==> src/rtl/seg7_pkg.sv <==
// Shared types and helpers for the 7-segment scan controller.
package seg7_pkg;

    localparam int unsigned NIB_W = 4;
    localparam int unsigned SEG_W = 7;

    typedef enum logic {
        ST_GUARD = 1'b0,
        ST_ON    = 1'b1
    } state_e;

    // $clog2 clamped so that single-value ranges still get a 1-bit register.
    function automatic int unsigned clog2_min1(input int unsigned v);
        int unsigned w;
        w = $clog2(v);
        return (w == 0) ? 1 : w;
    endfunction

endpackage

==> src/rtl/Seg7.sv <==
// Hex nibble to 7-segment decoder, segments {g,f,e,d,c,b,a}, active-high.
module Seg7
    import seg7_pkg::*;
(
    input  logic [NIB_W-1:0] nib_i,
    output logic [SEG_W-1:0] seg_c_o
);

    // Plain lookup of the hex glyph for each nibble value.
    always_comb begin
        seg_c_o = '0;
        case (nib_i)
            4'h0: seg_c_o = 7'h3F;
            4'h1: seg_c_o = 7'h06;
            4'h2: seg_c_o = 7'h5B;
            4'h3: seg_c_o = 7'h4F;
            4'h4: seg_c_o = 7'h66;
            4'h5: seg_c_o = 7'h6D;
            4'h6: seg_c_o = 7'h7D;
            4'h7: seg_c_o = 7'h07;
            4'h8: seg_c_o = 7'h7F;
            4'h9: seg_c_o = 7'h6F;
            4'hA: seg_c_o = 7'h77;
            4'hB: seg_c_o = 7'h7C;
            4'hC: seg_c_o = 7'h39;
            4'hD: seg_c_o = 7'h5E;
            4'hE: seg_c_o = 7'h79;
            4'hF: seg_c_o = 7'h71;
            default: seg_c_o = '0;
        endcase
    end

endmodule

==> src/rtl/seg7_scan.sv <==
// Time-multiplexed scan controller driving a bank of 7-segment digits
// through one shared decoder, with double-buffered display data.
module seg7_scan
    import seg7_pkg::*;
#(
    parameter int unsigned DIGITS       = 4,
    parameter int unsigned ON_CYCLES    = 1000,
    parameter int unsigned GUARD_CYCLES = 8
) (
    input  logic                      i_clk,
    input  logic                      i_rst_n,
    input  logic                      i_load,
    input  logic [NIB_W*DIGITS-1:0]   iv_data,
    input  logic [DIGITS-1:0]         iv_blank,
    input  logic [DIGITS-1:0]         iv_dp,
    output logic [DIGITS-1:0]         ov_an,
    output logic [SEG_W-1:0]          ov_seg,
    output logic                      o_dp,
    output logic                      o_frame
);

    localparam int unsigned DW         = NIB_W * DIGITS;
    localparam int unsigned IW         = clog2_min1(DIGITS);
    localparam int unsigned MAXC       = (ON_CYCLES > GUARD_CYCLES) ? ON_CYCLES : GUARD_CYCLES;
    localparam int unsigned CW         = clog2_min1(MAXC);
    localparam int unsigned ON_LAST    = ON_CYCLES - 1;
    // With no guard the post-reset GUARD state still lasts a single cycle.
    localparam int unsigned GUARD_LAST = (GUARD_CYCLES == 0) ? 0 : GUARD_CYCLES - 1;

    state_e            state_q, state_d;
    logic [CW-1:0]     cnt_q, cnt_d;
    logic [IW-1:0]     idx_q, idx_d;
    logic [DW-1:0]     act_data_q, act_data_d;
    logic [DIGITS-1:0] act_blank_q, act_blank_d;
    logic [DIGITS-1:0] act_dp_q, act_dp_d;
    logic [DW-1:0]     pend_data_q, pend_data_d;
    logic [DIGITS-1:0] pend_blank_q, pend_blank_d;
    logic [DIGITS-1:0] pend_dp_q, pend_dp_d;
    logic              pend_valid_q, pend_valid_d;
    logic [DIGITS-1:0] an_q, an_d;
    logic [SEG_W-1:0]  seg_q, seg_d;
    logic              dp_q, dp_d;
    logic              frame_q, frame_d;

    logic [IW-1:0]     idx_next;
    logic              enter_on;
    logic [NIB_W-1:0]  cur_nib;
    logic              cur_blank;
    logic              cur_dp;
    logic [SEG_W-1:0]  cur_seg;

    // Select the active nibble, blank and dp bits for the current digit.
    always_comb begin
        cur_nib   = '0;
        cur_blank = 1'b0;
        cur_dp    = 1'b0;
        for (int unsigned k = 0; k < DIGITS; k++) begin
            if (idx_q == IW'(k)) begin
                cur_nib   = act_data_q[NIB_W*k +: NIB_W];
                cur_blank = act_blank_q[k];
                cur_dp    = act_dp_q[k];
            end
        end
    end

    Seg7 u_seg7 (
        .nib_i   (cur_nib),
        .seg_c_o (cur_seg)
    );

    // Next-state: scan FSM, slot counter, digit index and buffer promotion.
    always_comb begin
        state_d      = state_q;
        cnt_d        = cnt_q + CW'(1);
        idx_d        = idx_q;
        act_data_d   = act_data_q;
        act_blank_d  = act_blank_q;
        act_dp_d     = act_dp_q;
        pend_data_d  = pend_data_q;
        pend_blank_d = pend_blank_q;
        pend_dp_d    = pend_dp_q;
        pend_valid_d = pend_valid_q;
        frame_d      = 1'b0;
        enter_on     = 1'b0;
        idx_next     = (idx_q == IW'(DIGITS - 1)) ? '0 : idx_q + IW'(1);

        case (state_q)
            ST_GUARD: begin
                if (cnt_q == CW'(GUARD_LAST)) begin
                    enter_on = 1'b1;
                end
            end
            ST_ON: begin
                if (cnt_q == CW'(ON_LAST)) begin
                    if (GUARD_CYCLES == 0) begin
                        enter_on = 1'b1;
                    end else begin
                        state_d = ST_GUARD;
                        cnt_d   = '0;
                    end
                end
            end
            default: begin
                state_d = ST_GUARD;
                cnt_d   = '0;
            end
        endcase

        if (enter_on) begin
            state_d = ST_ON;
            cnt_d   = '0;
            idx_d   = idx_next;
            frame_d = (idx_next == '0);
        end

        // Promotion uses the pending set as it stood before this edge's load.
        if (frame_d && pend_valid_q) begin
            act_data_d   = pend_data_q;
            act_blank_d  = pend_blank_q;
            act_dp_d     = pend_dp_q;
            pend_valid_d = 1'b0;
        end

        if (i_load) begin
            pend_data_d  = iv_data;
            pend_blank_d = iv_blank;
            pend_dp_d    = iv_dp;
            pend_valid_d = 1'b1;
        end
    end

    // Pin values for the digit currently held in state/index.
    always_comb begin
        an_d  = '0;
        seg_d = '0;
        dp_d  = 1'b0;
        if (state_q == ST_ON) begin
            an_d  = DIGITS'(1) << idx_q;
            seg_d = cur_blank ? '0 : cur_seg;
            dp_d  = cur_dp;
        end
    end

    // State and output registers, all cleared asynchronously.
    always_ff @(posedge i_clk or negedge i_rst_n) begin
        if (!i_rst_n) begin
            state_q      <= ST_GUARD;
            cnt_q        <= '0;
            idx_q        <= IW'(DIGITS - 1);
            act_data_q   <= '0;
            act_blank_q  <= '0;
            act_dp_q     <= '0;
            pend_data_q  <= '0;
            pend_blank_q <= '0;
            pend_dp_q    <= '0;
            pend_valid_q <= 1'b0;
            an_q         <= '0;
            seg_q        <= '0;
            dp_q         <= 1'b0;
            frame_q      <= 1'b0;
        end else begin
            state_q      <= state_d;
            cnt_q        <= cnt_d;
            idx_q        <= idx_d;
            act_data_q   <= act_data_d;
            act_blank_q  <= act_blank_d;
            act_dp_q     <= act_dp_d;
            pend_data_q  <= pend_data_d;
            pend_blank_q <= pend_blank_d;
            pend_dp_q    <= pend_dp_d;
            pend_valid_q <= pend_valid_d;
            an_q         <= an_d;
            seg_q        <= seg_d;
            dp_q         <= dp_d;
            frame_q      <= frame_d;
        end
    end

    assign ov_an   = an_q;
    assign ov_seg  = seg_q;
    assign o_dp    = dp_q;
    assign o_frame = frame_q;

endmodule

==> config.mk <==
export PLATFORM = sky130hd
export DESIGN_NAME = seg7_scan
export DESIGN_NICKNAME = d
export VERILOG_FILES = /design/src/rtl/seg7_pkg.sv /design/src/rtl/Seg7.sv /design/src/rtl/seg7_scan.sv
export SDC_FILE = /design/constraint.sdc
export NUM_CORES = 1
export LEC_CHECK = 0
export ABC_CLOCK_PERIOD_IN_PS = 3400
export BUFFER_PORTS_ARGS = -buffer_cell sky130_fd_sc_hd__buf_2
export CAP_MARGIN = 10
export CORE_MARGIN = 4
export CORE_UTILIZATION = 45
export DETAILED_ROUTE_END_ITERATION = 7
export RECOVER_POWER = 50
export SLEW_MARGIN = 5
export SYNTH_ARGS = -nofsm -noshare
export SYNTH_HDL_FRONTEND = slang
export SYNTH_SLANG_ARGS = --single-unit
==> constraint.sdc <==
create_clock -name i_clk -period 3.4 [get_ports i_clk]
set_clock_uncertainty 0.2 [all_clocks]
set_input_delay 0 -clock i_clk [delete_from_list [all_inputs] [get_ports i_clk]]
set_output_delay 0 -clock i_clk [all_outputs]
set_load 0.02 [all_outputs]
# ---- Word-level counts from Yosys, hierarchy flattened
# Memories as Yosys holds them, arrays and structs flattened.
# Cells that the tools add are included.
dict set report op_classes {
  div 0
  reduce_logical 4
  mul 0
  n_shift 1
  n_addsub 2
  n_eq_ne 5
  order_cmp 0
  bitwise_logic 0
  muxes 28
}
# op count
set ops {}
lappend ops {{$mux 10} 3}
lappend ops {{$mux 4} 5}
lappend ops {{$mux 1} 17}
lappend ops {{$mux 7} 2}
lappend ops {{$add 10x1->10 const B} 1}
lappend ops {{$eq 10x10->1 const B} 1}
lappend ops {{$eq 10x3->1 const B} 1}
lappend ops {{$eq 2x2->1 const B} 2}
lappend ops {{$logic_not 2->1} 2}
lappend ops {{$shl 1x2->4 const A} 1}
lappend ops {{$add 2x1->2 const B} 1}
lappend ops {{$eq 2x1->1 const B} 1}
lappend ops {{$mux 2} 1}
lappend ops {{$reduce_bool 2->1} 1}
lappend ops {{$logic_and 1x1->1} 1}
dict set report totals {
  mem_bits_ro 112
  register_bits 75
  output_inout_bits 13
  word_cells 55
  n_memories 1
  latchBits 0
  input_bits 27
  ramBits 0
}
# name depth word_bits rd rd_clocked_by_memory_dff write_ports line
set mem_list {}
lappend mem_list {{(no name shown)} 16 7 1 0 0 Seg7.sv:12} ;# case (nib_i)

# ---- Logic depth before layout (Yosys ltp)
# Gate-level depths: netlist of the first run.
# An unclocked memory read counts as a cell.
dict set report depth {
  word_depth 8
  mapped_depth 11
  mapped_depth_nobuf 10
}

# ---- Hierarchy
# From an unflattened synthesis of the first run, not the netlist that was laid out.
dict set report hier_totals {
  cells_unflattened 259
  area_unflattened_um2 3473.3
}
# mod seq_area_each_um2 area_each_um2 cells_each instances
set modules_own_cells {}
lappend modules_own_cells {seg7_scan 1879.3 3185.6 226 1}
lappend modules_own_cells {Seg7 0.0 287.8 33 1}

# ---- Worst setup path after synthesis of the first run
# Ideal clock, no wire load.
dict set report synth_path {
  path_type {reg2reg}
  from {register idx_q[0]}
  to {register seg_q[0] (netlist: ov_seg[0])}
  setup_ps 74
  path_slack_ps 864
  synth_period_minus_slack_ps 2536
  t_required_ps 3126
  arrival_time_ps 2262
  n_path_buf 0
  path_stages_with_launch 10
  path_cell_list {dfstp_2 -> inv_1 -> ha_1 -> nor2b_1 -> a221o_1 -> a22o_1 -> ha_1 -> or3_1 -> o221a_2 -> nor2_1}
}
dict set report synth_between {
  elab_chain_cells 8
  elab_cells_between_ends 15
  classes_between {eq/ne (3); mux (10); reduce/logical (1); memory (1)}
}
# element line
set synth_rtl {}
lappend synth_rtl {{start, declared} seg7_scan.sv:32} ;# logic [IW-1:0] idx_q, idx_d;
lappend synth_rtl {{start signal, assigned} seg7_scan.sv:149} ;# idx_q <= IW'(DIGITS - 1);
lappend synth_rtl {{start signal, assigned} seg7_scan.sv:164} ;# idx_q <= idx_d;
lappend synth_rtl {{$logic_not 2->1} seg7_scan.sv:58} ;# if (idx_q == IW'(k)) begin
lappend synth_rtl {{$mux 4 (4 in series)} seg7_scan.sv:58}
lappend synth_rtl {{$mem_v2 16x7} -}
lappend synth_rtl {{$mux 7 (*)} seg7_scan.sv:139} ;# seg_d = cur_blank ? '0 : cur_seg;
lappend synth_rtl {{$mux 7 (*)} seg7_scan.sv:137} ;# if (state_q == ST_ON) begin
lappend synth_rtl {{named net seg_d[0]} seg7_scan.sv:41} ;# logic [SEG_W-1:0] seg_q, seg_d;
lappend synth_rtl {{end signal, assigned} seg7_scan.sv:173} ;# seg_q <= seg_d;
lappend synth_rtl {{end, declared} seg7_scan.sv:41}
# The timed path passes the listed nets; every way through them passes the cells marked *.
# A chain may end at the register's enable or synchronous reset.

# ---- Worst setup path after layout of the first run
dict set report layout_path {
  from {register idx_q[1]}
  to {register seg_q[2] (netlist: ov_seg[2])}
}
# Same word-level chain as after synthesis.

==> results of run 1 <==
## timing repair
item                                    CTS  global route
hold buffers                             26             0
resized for setup                         0             0
endpoints found under the setup margin    0             0
endpoints found under the hold margin    98             0
## cell usage in the layout, fill, tap and decap left out, types with 4 or more instances in the layout
cell           count
a21oi_1            4
a221oi_1           5
and2_1             5
buf_2             25
clkbuf_1          14
clkbuf_8           9
dfrtp_1           73
dlygate4sd3_1     26
ha_1              12
inv_1              9
mux2_2            29
mux2_4            20
nand2_1           16
nor2_1            17
nor2b_1            8
o21ai_0            4
xnor2_1            6
## routing by layer
metal | part of all wire [%] | wire, um | global-route usage, % | vias up
li1 | - | - | - | 1049
met1 | 48 | 2870 | 20.3 | 1008
met2 | 46 | 2720 | 22.4 | 41
met3 | 4.2 | 253 | 3.03 | 12
met4 | 2.3 | 138 | 7.93 | 0
met5 | 0 | 0 | 0 | -
## worst max-delay path, delay by kind of cell, from the launching register on
family | cells | cell delay, ns
buf+inv | 3 | 0.26
simple gates | 2 | 0.45
fa+ha+maj | 2 | 0.52
flops | 1 | 0.56
compound gates | 2 | 0.66
## power by group
part / internal (uW) / leakage (uW) / total, uW / switching, uW
registers: 920 / 0.000925 / 935 / 14.7
logic: 56.3 / 0.000875 / 90.7 / 34.5
clock network: 412 / 0.000109 / 746 / 334
total: 1390 / 0.00191 / 1770 / 383
## sequential cells by signal, indices dropped and copies added (netlist names), 4 cells and up
name	flops
act_data_q	16
pend_data_q	16
cnt_q	10
ov_seg	7
act_blank_q	4
act_dp_q	4
ov_an	4
pend_blank_q	4
pend_dp_q	4
## final timing paths
kind	endpoint	slack, ns	start	depth (start not counted)
setup reg to reg	ov_seg[2]	0.64	idx_q[1]	9
max in group asynchronous	act_data_q[13]	1.39	i_rst_n	3
hold reg to reg	cnt_q[0]	0.27	cnt_q[0]	1
setup / recovery	ov_seg[2]	0.64	idx_q[1]	9
hold / removal	pend_data_q[0]	0.21	iv_data[0]	3
min in group asynchronous	ov_seg[2]	0.55	i_rst_n	3
## cell type report
type / instances / area share [%]
clock buffer: 9 / 2.98
clock inverter: 7 / 2.20
inverter: 9 / 0.814
multi-input combinational: 164 / 34.5
sequential: 75 / 45.3
tap: 99 / 2.98
timing repair buffer: 69 / 11.2
## metrics by stage
| stage | setup slack [ns] | util, % | power [uW] |
|---|---|---|---|
| final | 0.642 | 56.9 | 1770 |
| after global placement | 0.758 | 50.7 | 1020 |
| after global routing | 0.438 | 56.9 | 1850 |
| after floorplan | 0.864 | - | 983 |
| after detailed placement | 0.674 | 50.7 | 1020 |
| after CTS | 0.663 | 57.2 | 1800 |
## synth_stat cells
| cell type | n |
|---|---|
| dfrtp_1 | 73 |
| mux2_2 | 29 |
| mux2_4 | 20 |
| nor2_1 | 17 |
| nand2_1 | 16 |
| ha_1 | 12 |
| inv_1 | 9 |
| nor2b_1 | 8 |
| xnor2_1 | 6 |
| a221oi_1 | 5 |
| and2_1 | 5 |
| a21oi_1 | 4 |
| buf_2 | 4 |
| o21ai_0 | 4 |
| a21o_1 | 3 |
| nand3_1 | 3 |
| nor3_1 | 3 |
| nor3b_1 | 3 |
| xor2_1 | 3 |
| a211oi_1 | 2 |
| buf_1 | 2 |
| buf_6 | 2 |
| clkbuf_1 | 2 |
| dfstp_2 | 2 |
| nand3b_1 | 2 |
| or3_1 | 2 |
| a211o_1 | 1 |
| a21boi_1 | 1 |
| a221o_1 | 1 |
| a22o_1 | 1 |
| a311o_1 | 1 |
| a311oi_1 | 1 |
| a311oi_2 | 1 |
| and3_1 | 1 |
| mux2i_1 | 1 |
| nand2b_1 | 1 |
| nand3_4 | 1 |
| nand4_1 | 1 |
| nor4_1 | 1 |
| nor4_4 | 1 |
| o211ai_1 | 1 |
| o221a_2 | 1 |
| o311ai_1 | 1 |
## cell families after synthesis
kind of cell,count (synthesis)
AOI/OAI and AO/OA,28
xor gates and xnor gates,9
adders and majority gates,12
buffers and inverters,19
DFF,75
muxes,50
and+or+nand+nor,65
==> flow_summary.toml, run 1 <==
[status]
status = "finished, violations left"
violations = "max-capacitance violations, max-slew violations"

[drt]
drt_wl_total_um = 5980
antenna_left = 0
first_pass_iters = 4
vias_per_cell = 4.88
via_count = 2110
drc = 0
post_drt_wl_per_cell_um = 13.8
drt_iter0_drc = 74

[global_route]
grt_pass1_vias = 2114
grt_antenna_before_repair = 0
grt_max_degree = 76
grt_use_total_pct = 14.9
grt_pass1_wl_um = 10200
grt-ovfl-total = 0

[critical_path]
crit_top_cell = "inv_1"
slowest_stage = "dfstp_2"
end_kind = "flop"
cp.required_ns = 3.44
crit_type = "reg -> reg"
cp-start-kind = "flop"
cp_slowest_stage_delay_ns = 0.56
critPathArrivalTime_ns = 2.80
crit_chain = "inv_1, ha_1, nor2b_1, nand2_1, a211o_1, inv_1, ha_1, inv_1, a221oi_1"
worstPathMaxFanout = 10

[worst_hold_path]
min_path_type = "in -> reg"

[layout]
finalNetCount = 367
num_antenna_cells = 0
num-fill-cells = 665
multi_input_area_mm2 = 0.00143
drive_above_1_share_pct = 30.0
final_cells = 432
areaGrowthSynthToFinish_pct = 21.9
ff_latch_area_mm2 = 0.00188
design_area_mm2 = 0.00415

[clocking]
clk_pin_slew_ns = 0.08
clock-sinks = 75
cts_setup_buffers = 0
cts_root_buf = "clkbuf_8"
cts_buffers = 9
cts_tree = "built"
clock_path_buffers = 2
clk_latency_ns = 0.35
htreeDepth = 3

[synth]
synth_top_family_by_area = "multiplexers"
synth_area_mm2 = 0.00340
syn_inst = 258
syn-mean-instance-area_um2 = 13.2
yosysUniqueCellTypes = 43
synth.top_cell.area_share_pct = 53.7
synth_mux_area_share_pct = 18.7
synth_xor_area_share_pct = 2.32
synth-simple-area-share_pct = 10.3
synth_area_leader_cell = "dfrtp_1"
yosysSeqAreaShare_pct = 55.2
synthTopCellsByArea = "dfrtp_1 (54%), mux2_2 (9.6%), mux2_4 (8.8%)"
yosysWarnings = 0
synth-seq-cells = 75
synthesis.nets = 297
synth_compound_area_share_pct = 6.40
synthAdderAreaFrac_pct = 4.41

[timing]
slew_viol_final = 76
worst_pin_slew_ns = 1.79
rsz0062_at_grt = "no"
finalCritPeriodShare_pct = 81.1
fin_crit_ns = 2.76
hold_violations = 0
slew_headroom_pct = -19.2
setup_violations = 0
holdWs_ns = 0.208
tns_ns = 0
fmax_mhz = 363

[die]
die_h_um = 95.0
core_area_mm2 = 0.00729
die_area_mm2 = 0.00902
die_w_um = 95.0
ios = 40
start_util_pct = 46.7
rows = 31

[placed_design]
placedCellCount = 390
place_congestion = 0.807
portBuffers = 39
hpwlAfterDp_um = 3980
placed_cell_area_mm2 = 0.00369

[power_and_ir_drop]
pwr_density_cell_mw_per_mm2 = 427
peakVddDrop_mv = 0.234
leakage_uw = 0.00191

[run]
maxCapViolations = 1
(Power assumes the default switching activity.)
==> inputs of run 2 (changes only) <==
--- a/config.mk
+++ b/config.mk
@@ -5,7 +5,8 @@
 export SDC_FILE = /design/constraint.sdc
 export NUM_CORES = 1
 export LEC_CHECK = 0
-export ABC_CLOCK_PERIOD_IN_PS = 3400
+export ABC_AREA = 1
+export ABC_CLOCK_PERIOD_IN_PS = 2600
 export BUFFER_PORTS_ARGS = -buffer_cell sky130_fd_sc_hd__buf_2
 export CAP_MARGIN = 10
 export CORE_MARGIN = 4
==> constraint.sdc (replaced) <==
create_clock -name i_clk -period 2.6 [get_ports i_clk]
set_clock_uncertainty 0.2 [all_clocks]
set_input_delay 0 -clock i_clk [delete_from_list [all_inputs] [get_ports i_clk]]
set_output_delay 0 -clock i_clk [all_outputs]
set_load 0.02 [all_outputs]
==> run 2 against run 1 <==
The run still ends with max-capacitance violations, max-slew violations left. Area after synthesis up 1.5%. Final cell count up 34%. Sequential power up 29%. Largest power group unchanged.
==> flow_summary.toml, run 2 <==
[status]
status = "finished, violations left"
violations = "max-capacitance violations, max-slew violations"

[placed_design]
portBuffers = 39
place_congestion = 0.825
pre_cts_ws_ns = 0.137
hpwlAfterDp_um = 4510

[timing]
setup_slack_ns = 0.181
finalCritPeriodShare_pct = 93.0
slew_headroom_pct = -21.1
holdWs_ns = 0.0186
fin_crit_ns = 2.42
setup_violations = 0
tns_ns = 0
slew_viol_final = 76
worst_pin_slew_ns = 1.82
fmax_mhz = 413
hold_violations = 0
rsz0062_at_grt = "no"

[run]
maxCapViolations = 1

[global_route]
grt_max_degree = 76
grt_antenna_before_repair = 0
grt-ovfl-total = 0
grt_pass1_vias = 2710
grt_use_total_pct = 17.7
grt_pass1_wl_um = 12300

[critical_path]
slowest_stage = "dfstp_2"
cp-start-kind = "flop"
crit_type = "reg -> reg"
critPathArrivalTime_ns = 2.45
worstPathMaxFanout = 7
end_kind = "flop"
crit_chain = "inv_1, ha_2, inv_2, nor2_1, nor2_1, a21boi_0, buf_4, ha_1, or2_2, nand2_1, a21oi_1"
cp.required_ns = 2.63
crit_top_cell = "nor2_1"
cp_slowest_stage_delay_ns = 0.58

[layout]
finalNetCount = 514
layout_common_cells = "nand2_1 (111), dfrtp_1 (73), inv_1 (49)"
drive_above_1_share_pct = 18.3
num_antenna_cells = 0
fin_util_pct = 59.8
layout_commonest_cell = "nand2_1"
areaGrowthSynthToFinish_pct = 27.6
top_regs = "act_data_q: 16 flops, pend_data_q: 16 flops, cnt_q: 10 flops"
num-fill-cells = 680

[power_and_ir_drop]
pwr-share-seq_pct = 51.1
combPwrFrac_pct = 6.4
clock_power_share_pct = 42.4
pwr_density_cell_mw_per_mm2 = 535
leakage_uw = 0.00217
net-switching-power_uw = 522
p_int_uw = 1840
sw_frac_of_total_pct = 22.1
peakVddDrop_mv = 0.299

[synth]
yosysUniqueCellTypes = 29
synth_area_leader_cell = "dfrtp_1"
synth-seq-cells = 75
async_reset_ff_share_pct = 100
syn_inst = 388
synthTopCellsByCount = "nand2_1 (112), dfrtp_1 (73), inv_1 (49), o21ai_0 (29), nor2_1 (26)"
yosysWarnings = 0
syn-mean-instance-area_um2 = 8.91
synthesis.nets = 427
synth_edf_count = 0
synth.most_common_cell = "nand2_1"
synth.top_cell.area_share_pct = 52.9
yosysSeqAreaShare_pct = 54.4
synthTopCellsByArea = "dfrtp_1 (53%), nand2_1 (12%), inv_1 (5.3%)"
ys.flop_type = "dfrtp_1"
synth_area_mm2 = 0.00346

[die]
rows = 31
die_area_mm2 = 0.00915
ios = 40
core_area_mm2 = 0.00737
die_w_um = 95.6
die_h_um = 95.6
start_util_pct = 46.9

[drt]
antenna_left = 0
post_drt_wl_per_cell_um = 12.1
first_pass_iters = 5
via_count = 2673
vias_per_cell = 4.62
drt_wl_total_um = 7030
drt_iter0_drc = 95
drc = 0

[clocking]
clock-sinks = 75
cts_root_buf = "clkbuf_8"
cts_buffers = 9
clk_pin_slew_ns = 0.08
htreeDepth = 3
clk_latency_ns = 0.35
cts_tree = "built"
clock_path_buffers = 2

[worst_hold_path]
min_path_type = "in -> reg"
==> run 2: changes by cell type in the layout (fill, tap and decap cells not counted), sizes merged, moves of 13 or more <==
cell         previous run  this run
a21oi                   4        17
inv                    10        50
dlygate4sd3            26        46
mux2                   49         1
o21ai                   4        53
nand2                  16       115
==> run 2: final timing paths <==
check	depth (start not counted)	startpoint	endpoint	slack, ns
max	11	idx_q[0]	ov_seg[5]	0.18
min	3	i_load	pend_blank_q[2]	0.02
max reg2reg	11	idx_q[0]	ov_seg[5]	0.18
min reg2reg	2	pend_dp_q[0]	act_dp_q[0]	0.27
max in group asynchronous	3	i_rst_n	pend_valid_q	0.55
min in group asynchronous	3	i_rst_n	cnt_q[1]	0.55
==> run 2: worst max-delay path, delay by kind of cell (launching register included) <==
family | cells | cell delay (ns)
AOI/OAI and AO/OA | 2 | 0.21
adders and majority gates | 2 | 0.42
buffers and inverters | 3 | 0.39
DFF | 1 | 0.58
and+or+nand+nor | 4 | 0.51
==> run 2: power by group through the flow <==
stage          clock [uW]  sequential [uW]  combinational [uW]
2_1_floorplan           0             1230                46.5
5_1_grt              1080             1210                 176
3_5_place_dp            0             1230                 102
6_report             1000             1210                 152
3_3_place_gp            0             1230                 101
4_1_cts              1030             1210                 154
==> run 2: cells by family after synthesis <==
logic type / count (synthesis) / share of synthesized area [%]
mux: 1 / 0.326
simple gates: 162 / 20.1
compound gates: 73 / 12.5
buf+inv: 63 / 7.86
flops: 75 / 54.4
fa+ha+maj: 12 / 4.34
xor+xnor: 2 / 0.507
==> run 2: area by class of cell <==
| class | count | area [um^2] | share of cell area [%] |
|---|---|---|---|
| clock inverters | 6 | 88.8 | 2.01 |
| multi-input cells | 250 | 1310 | 29.8 |
| well taps | 99 | 124 | 2.81 |
| flip-flops and latches | 75 | 1880 | 42.6 |
| clock buffers | 10 | 138 | 3.12 |
| repair buffers | 89 | 679 | 15.4 |
| inverters | 50 | 188 | 4.26 |
==> run 2: routing by layer <==
layer | global-route usage (%) | vias up | part of all wire [%]
li1 | - | 1386 | -
met1 | 23.3 | 1223 | 47
met2 | 27.5 | 46 | 46
met3 | 3.71 | 18 | 3.4
met4 | 9.36 | 0 | 3.0
met5 | 0 | - | 0
==> run 2: per-stage QoR <==
step	cells	total power [uW]	cell area (um^2)
2_1_floorplan	388	1280	3460
3_3_place_gp	517	1330	3730
3_5_place_dp	517	1330	3730
4_1_cts	579	2390	4420
5_1_grt	579	2470	4410
6_report	579	2360	4410
==> run 2: timing repair <==
item,4_1_cts,5_1_grt
endpoints found under the setup margin,0,5
setup buffers,0,0
gates resized for setup,0,3
hold buffers,46,0
hold endpoints to repair,99,0
